File: src/rtl/change_dispenser_pkg.sv
// Shared definitions for the change dispenser and its vending-FSM bench:
// state encoding, coin identities, coin unit values and the owed update rule.
package change_dispenser_pkg;

    typedef enum logic [2:0] {
        ST_IDLE   = 3'd0,
        ST_SELECT = 3'd1,
        ST_PULSE  = 3'd2,
        ST_GAP    = 3'd3,
        ST_FAULT  = 3'd4
    } state_e;

    typedef enum logic [1:0] {
        COIN_NONE = 2'd0,
        COIN_50   = 2'd1,
        COIN_100  = 2'd2,
        COIN_200  = 2'd3
    } coin_e;

    // Change is counted in units of 50.
    localparam logic [3:0] UNITS_50  = 4'd1;
    localparam logic [3:0] UNITS_100 = 4'd2;
    localparam logic [3:0] UNITS_200 = 4'd4;
    localparam logic [3:0] OWED_MAX  = 4'd15;

    function automatic logic [3:0] coin_units(input coin_e coin);
        case (coin)
            COIN_50:  return UNITS_50;
            COIN_100: return UNITS_100;
            COIN_200: return UNITS_200;
            default:  return 4'd0;
        endcase
    endfunction

    // owed + add - sub, clamped at OWED_MAX; sub never exceeds owed because a
    // coin is only selected when owed covers it.
    function automatic logic [3:0] owed_update(input logic [3:0] owed,
                                               input logic [3:0] add,
                                               input logic [3:0] sub);
        logic [4:0] sum;
        sum = {1'b0, owed} + {1'b0, add} - {1'b0, sub};
        if (sum > {1'b0, OWED_MAX}) begin
            return OWED_MAX;
        end
        return sum[3:0];
    endfunction

endpackage

File: src/rtl/dispense_timer.sv
// Loadable down-counter shared by the ejector pulse and the post-pulse gap;
// o_tc flags the last cycle of the loaded interval.
module dispense_timer #(
    parameter  int MAX_COUNT = 2,
    localparam int W         = (MAX_COUNT > 1) ? $clog2(MAX_COUNT) : 1
) (
    input  logic         clk,
    input  logic         rst,
    input  logic         i_load,
    input  logic [W-1:0] i_load_val,
    output logic         o_tc
);

    logic [W-1:0] r_count;

    // NOTE: sequential state uses non-blocking assignments so every register
    // samples the values from before the edge, independent of block order.
    always_ff @(posedge clk or posedge rst) begin
        if (rst) begin
            r_count <= '0;
        end else if (i_load) begin
            r_count <= i_load_val;
        end else if (r_count != '0) begin
            r_count <= r_count - 1'b1;
        end
    end

    // Loading N-1 makes the interval last exactly N cycles.
    assign o_tc = (r_count == '0);

endmodule

File: src/rtl/change_dispenser.sv
// Change dispenser: accumulates change requests in units of 50 and pays them
// out greedily through three coin ejectors with timed pulses and gaps.
module change_dispenser
    import change_dispenser_pkg::*;
#(
    parameter int PULSE_CYCLES = 2,
    parameter int GAP_CYCLES   = 2
) (
    input  logic       clk,
    input  logic       rst,
    input  logic       t50,
    input  logic       t100,
    input  logic       t200,
    input  logic       empty50,
    input  logic       empty100,
    input  logic       empty200,
    output logic       ej50,
    output logic       ej100,
    output logic       ej200,
    output logic       busy,
    output logic       fault,
    output logic [3:0] owed_o,
    output logic [2:0] state_o
);

    localparam int TMR_MAX = (PULSE_CYCLES > GAP_CYCLES) ? PULSE_CYCLES : GAP_CYCLES;
    localparam int TMR_W   = (TMR_MAX > 1) ? $clog2(TMR_MAX) : 1;
    localparam logic [TMR_W-1:0] PULSE_LOAD = TMR_W'(PULSE_CYCLES - 1);
    localparam logic [TMR_W-1:0] GAP_LOAD   = TMR_W'(GAP_CYCLES - 1);

    state_e     r_state;
    coin_e      r_coin;
    logic [3:0] r_owed;
    logic       r_t50_q;
    logic       r_t100_q;
    logic       r_t200_q;

    state_e           w_state_next;
    coin_e            w_coin_next;
    logic [3:0]       w_add;
    logic [3:0]       w_sub;
    logic             w_tmr_load;
    logic [TMR_W-1:0] w_tmr_val;
    logic             w_tmr_tc;
    logic             w_rise50;
    logic             w_rise100;
    logic             w_rise200;

    assign w_rise50  = t50  & ~r_t50_q;
    assign w_rise100 = t100 & ~r_t100_q;
    assign w_rise200 = t200 & ~r_t200_q;

    assign w_add = (w_rise50  ? UNITS_50  : 4'd0)
                 + (w_rise100 ? UNITS_100 : 4'd0)
                 + (w_rise200 ? UNITS_200 : 4'd0);

    dispense_timer #(
        .MAX_COUNT (TMR_MAX)
    ) u_timer (
        .clk        (clk),
        .rst        (rst),
        .i_load     (w_tmr_load),
        .i_load_val (w_tmr_val),
        .o_tc       (w_tmr_tc)
    );

    // NOTE: reset is asynchronous, so the decoded ejector outputs fall the
    // moment rst rises, even in the middle of a pulse.
    always_ff @(posedge clk or posedge rst) begin
        if (rst) begin
            r_state <= ST_IDLE;
            r_coin  <= COIN_NONE;
        end else begin
            r_state <= w_state_next;
            r_coin  <= w_coin_next;
        end
    end

    // Requests keep accumulating in every state, FAULT included.
    always_ff @(posedge clk or posedge rst) begin
        if (rst) begin
            r_owed   <= '0;
            r_t50_q  <= 1'b0;
            r_t100_q <= 1'b0;
            r_t200_q <= 1'b0;
        end else begin
            r_owed   <= owed_update(r_owed, w_add, w_sub);
            r_t50_q  <= t50;
            r_t100_q <= t100;
            r_t200_q <= t200;
        end
    end

    // NOTE: every signal written here gets a default first, so no path can
    // leave one unassigned and infer a latch.
    always_comb begin
        w_state_next = r_state;
        w_coin_next  = r_coin;
        w_sub        = 4'd0;
        w_tmr_load   = 1'b0;
        w_tmr_val    = '0;
        case (r_state)
            ST_IDLE: begin
                if (r_owed != 4'd0) begin
                    w_state_next = ST_SELECT;
                end
            end
            ST_SELECT: begin
                w_tmr_load   = 1'b1;
                w_tmr_val    = PULSE_LOAD;
                w_state_next = ST_PULSE;
                if (r_owed >= UNITS_200 && !empty200) begin
                    w_coin_next = COIN_200;
                end else if (r_owed >= UNITS_100 && !empty100) begin
                    w_coin_next = COIN_100;
                end else if (r_owed >= UNITS_50 && !empty50) begin
                    w_coin_next = COIN_50;
                end else begin
                    w_coin_next  = COIN_NONE;
                    w_tmr_load   = 1'b0;
                    w_state_next = ST_FAULT;
                end
            end
            ST_PULSE: begin
                if (w_tmr_tc) begin
                    w_sub        = coin_units(r_coin);
                    w_tmr_load   = 1'b1;
                    w_tmr_val    = GAP_LOAD;
                    w_state_next = ST_GAP;
                end
            end
            ST_GAP: begin
                if (w_tmr_tc) begin
                    w_state_next = (r_owed == 4'd0) ? ST_IDLE : ST_SELECT;
                end
            end
            ST_FAULT: begin
                w_state_next = ST_FAULT;
            end
            default: begin
                w_state_next = ST_FAULT;
            end
        endcase
    end

    // Outputs decode registered state only; r_coin holds one coin, so at most
    // one ejector can be driven.
    assign ej50    = (r_state == ST_PULSE) && (r_coin == COIN_50);
    assign ej100   = (r_state == ST_PULSE) && (r_coin == COIN_100);
    assign ej200   = (r_state == ST_PULSE) && (r_coin == COIN_200);
    assign busy    = (r_state != ST_IDLE) || (r_owed != 4'd0);
    assign fault   = (r_state == ST_FAULT);
    assign owed_o  = r_owed;
    assign state_o = r_state;

endmodule

File: config.mk
export PLATFORM = sky130hd
export DESIGN_NAME = change_dispenser
export DESIGN_NICKNAME = d
export VERILOG_FILES = /design/src/rtl/change_dispenser_pkg.sv /design/src/rtl/dispense_timer.sv /design/src/rtl/change_dispenser.sv
export SDC_FILE = /design/constraint.sdc
export NUM_CORES = 1
export LEC_CHECK = 0
export ABC_AREA = 0
export CORE_UTILIZATION = 40
export CTS_CLUSTER_SIZE = 12
export DETAILED_ROUTE_END_ITERATION = 10
export HOLD_SLACK_MARGIN = 0.1
export MAX_ROUTING_LAYER = met4
export PLACE_DENSITY = 0.71
export SETUP_SLACK_MARGIN = 0.15
export SLEW_MARGIN = 10
export SYNTH_ARGS = -nofsm -noshare
export SYNTH_HDL_FRONTEND = slang
export SYNTH_SLANG_ARGS = --single-unit
File: constraint.sdc
create_clock -name clk -period 2.6 [get_ports clk]
set_input_delay 0.52 -clock clk [delete_from_list [all_inputs] [get_ports clk]]
set_output_delay 0.52 -clock clk [all_outputs]
set_load 0.1 [all_outputs]
==> PnR_summary.wiki <==
{| class="wikitable"
! Metric !! Value
|-
| Count of mapped cells out of synthesis || 83
|-
| Share of post-route cells with drive strength above 1 || 42.7%
|-
| Post-Syn Nets || 99
|-
| Core Area || between 0.0015 and 0.002 sq mm
|-
| Max transition margin || 59.1%
|-
| First drt pass iteration count || 4
|-
| Final cell count without fillers || 142
|-
| Fraction of the yosys area taken by sequential cells || 39.8%
|-
| Final Setup Violations || 0
|-
| Reg2Reg Depth || 7
|-
| Leftover overflow at the end of global routing || 0
|-
| Synth cell types || 32
|-
| Clock transition time at the flip-flop clock pins of the worst setup and hold paths || 0.08 ns
|-
| Clock period minus worst slack || approximately 2.5 ns
|-
| Clock latency on the worst-skew pair || between 0.2 and 0.3 ns
|-
| Global-route wire length before repair || 3.32 mm
|-
| Post-DRT Antenna Nets || 0
|-
| Count of nets after finishing || 134
|-
| Vert. Die Dim || 47.2 microns
|-
| Slew of the pin with the lowest slew margin || 0.612 ns
|-
| CP Data Required Time || 2.79 ns
|-
| Routability congestion estimate from global placement || 0.865
|-
| DRC errors left || 0
|-
| Number of antenna violations at the first check in global routing || 0
|-
| Total half-perimeter wirelength after legalization and detailed placement || 1.61 mm
|-
| Class of the most critical hold timing path || primary input to asynchronous set/reset pin
|-
| Status || complete, no violations
|-
| Buffers from clock root to sink, at most || 2
|-
| Setup skew after layout || about 0.0017 ns
|-
| Critical path endpoint category || register
|-
| Path type of the worst setup path || register to register
|-
| Floorplan die area || 0.00223 sq mm
|-
| Count of buffers from port buffering || 19
|-
| Mean number of vias per cell || 5.24
|-
| Global routing usage summed across all routing layers || 23.1%
|-
| Leading cell type in the layout, fill and taps excluded || buf_4
|-
| Hold Worst Slack || around 0.57 ns
|-
| CTS tree || built
|-
| Number of cells after detailed placement || 132
|-
| Cell area after synthesis || 817 sq um
|-
| Maximum fanout count along the critical path || 4
|-
| Flip-flop and latch count after synthesis || 13
|-
| Per-instance average area after synthesis || ~9.8 sq um
|-
| Root Driver || clkbuf_4
|-
| Critical path arrival || 2.70 ns
|-
| Least setup slack across all paths after layout || between 0.09 and 0.1 ns
|-
| Worst slack after detailed placement || -0.171 ns
|-
| Detailed-route wire length per cell || 14.6 microns
|-
| Vias after detailed routing || 744
|-
| CTS HTree Levels || 1
|-
| Horizontal die dimension || ~47 microns
|-
| Total routed wirelength || a little over 2 mm
|-
| Number of sinks handled by clock tree synthesis || 13
|-
| Number of antenna diodes || 0
|-
| Setup repair after global routing missed its margin || yes
|-
| Top library cells by usage in the layout, fill and taps aside || buf_4 (24), clkdlybuf4s50_1 (7), dfrtp_1 (7), nor2_1 (6)
|-
| Initial Util || 44.9%
|-
| Fill count || about 150
|-
| Maximum number of pins on one net before global-route repair || 14
|-
| Synthesis-to-layout area growth || 49.5%
|-
| Standard-cell rows || 15
|-
| Number of hold-slack violations in the final timing report || 0
|-
| Cts bufs inserted || 3
|-
| Violation count after the first detailed-routing iteration || 11
|-
| Pins Over Slew Limit || 0
|-
| Worst setup SP type || register
|-
| Number of global-route vias before repair || 739
|-
| Num ports || 20
|-
| Number of hold-repair buffers added at the cts stage || 0
|-
| Top achievable clock speed || 399 MHz
|-
| Final worst-path cycle share || 96.5%
|-
| Max-capacitance violation count || 0
|-
| Yosys Warn Count || 0
|}
[area by class of cell]
| type | instances | area, sq um | area share, % |
|---|---|---|---|
| Tap cell | 25 | 31.3 | 2.56 |
| Sequential cell | 13 | 335 | 27.5 |
| Multi-Input combinational cell | 63 | 539 | 44.2 |
| Timing Repair Buffer | 32 | 270 | 22.1 |
| Inverter | 5 | 18.8 | 1.54 |
| Clock buffer | 4 | 26.3 | 2.15 |
[cell usage after synthesis]
cell type  instances  area (sq um)
fa_1               3          60.1
nand2_1            3          11.3
or3_2              1          7.51
and3b_1            1          8.76
nor4_1             2          12.5
or4_4              1          11.3
nand2b_1           5          31.3
clkbuf_1           2          7.51
a32o_1             1          10.0
nand3b_1           4          30.0
nor3b_1            2          15.0
nor3_1             2          10.0
ha_1               5          62.6
nor2_1             7          26.3
a21boi_0           1          7.51
a41oi_1            1          8.76
nand3_1            3          15.0
dfrtp_1           13           325
a21o_1             2          15.0
nand4b_1           1          8.76
a21oi_1            2          10.0
xnor2_1            1          8.76
or3_1              2          12.5
a31oi_1            1          6.26
o21bai_1           1          7.51
o211ai_1           1          7.51
nor2b_1            2          12.5
and3_1             2          12.5
or3b_2             1          8.76
inv_1              5          18.8
or4_1              1          7.51
o21ai_0            4          20.0
[per-stage QoR]
step / instance area, sq um / utilization (%) / setup TNS, ns
floorplan: 872 / - / -5.36
global placement: 1110 / 61.0 / -0.343
detailed placement: 1110 / 61.0 / -0.562
CTS: 1190 / 65.2 / 0
global route: 1220 / 67.1 / 0
finish: 1220 / 67.1 / 0
[flip-flops by register name (all words and copies together) (netlist names)]
signal	flops
r_t200_q	1
r_t50_q	1
state_o	3
r_coin	2
u_timer.r_count	1
owed_o	4
r_t100_q	1
[final timing paths]
check	start	endpoint	slack (ns)
worst max register to register	r_coin[0]	owed_o[3]	0.09
worst min-delay path	rst	u_timer.r_count	0.57
worst max-delay path	r_coin[0]	owed_o[3]	0.09
min in group clk	r_coin[0]	r_coin[0]	0.65
worst min register to register	r_coin[0]	r_coin[0]	0.65
max in group asynchronous	rst	state_o[1]	1.66
[critical path, stage by stage (launching register included)]
cell and delay, ns:
dfrtp_2 0.45, nor4_4 0.32, nand2b_1 0.12, fa_1 0.52
fa_2 0.37, and3_4 0.19, or3_4 0.35, o211ai_1 0.11
[cells by family after synthesis]
| family | Yosys count | share of synthesized area [%] |
|---|---|---|
| AND/OR/NAND/NOR | 40 | 29.6 |
| flip-flops | 13 | 39.8 |
| buffers and inverters | 7 | 3.22 |
| adder cells (fa/ha/maj) | 8 | 15.0 |
| XOR/XNOR | 1 | 1.07 |
| AO/OA/AOI/OAI | 14 | 11.3 |
[routing by layer]
layer  up-vias  routed length (microns)  global-route usage [%]
met2        18                     1130                    38.1
li1        370                        -                       -
met5         -                        0                       -
met4         0                       12                    10.3
met1       354                      903                    27.8
met3         2                       34                    3.46
[timing repair]
action	CTS	global route
pin swaps	6	6
resized for setup	4	8
setup buffers	3	3
setup endpoints to repair	5	5
Power is left out: the tool's default activity adds up to more than one toggle a clock period on the data nets, which glitch-free logic cannot reach.
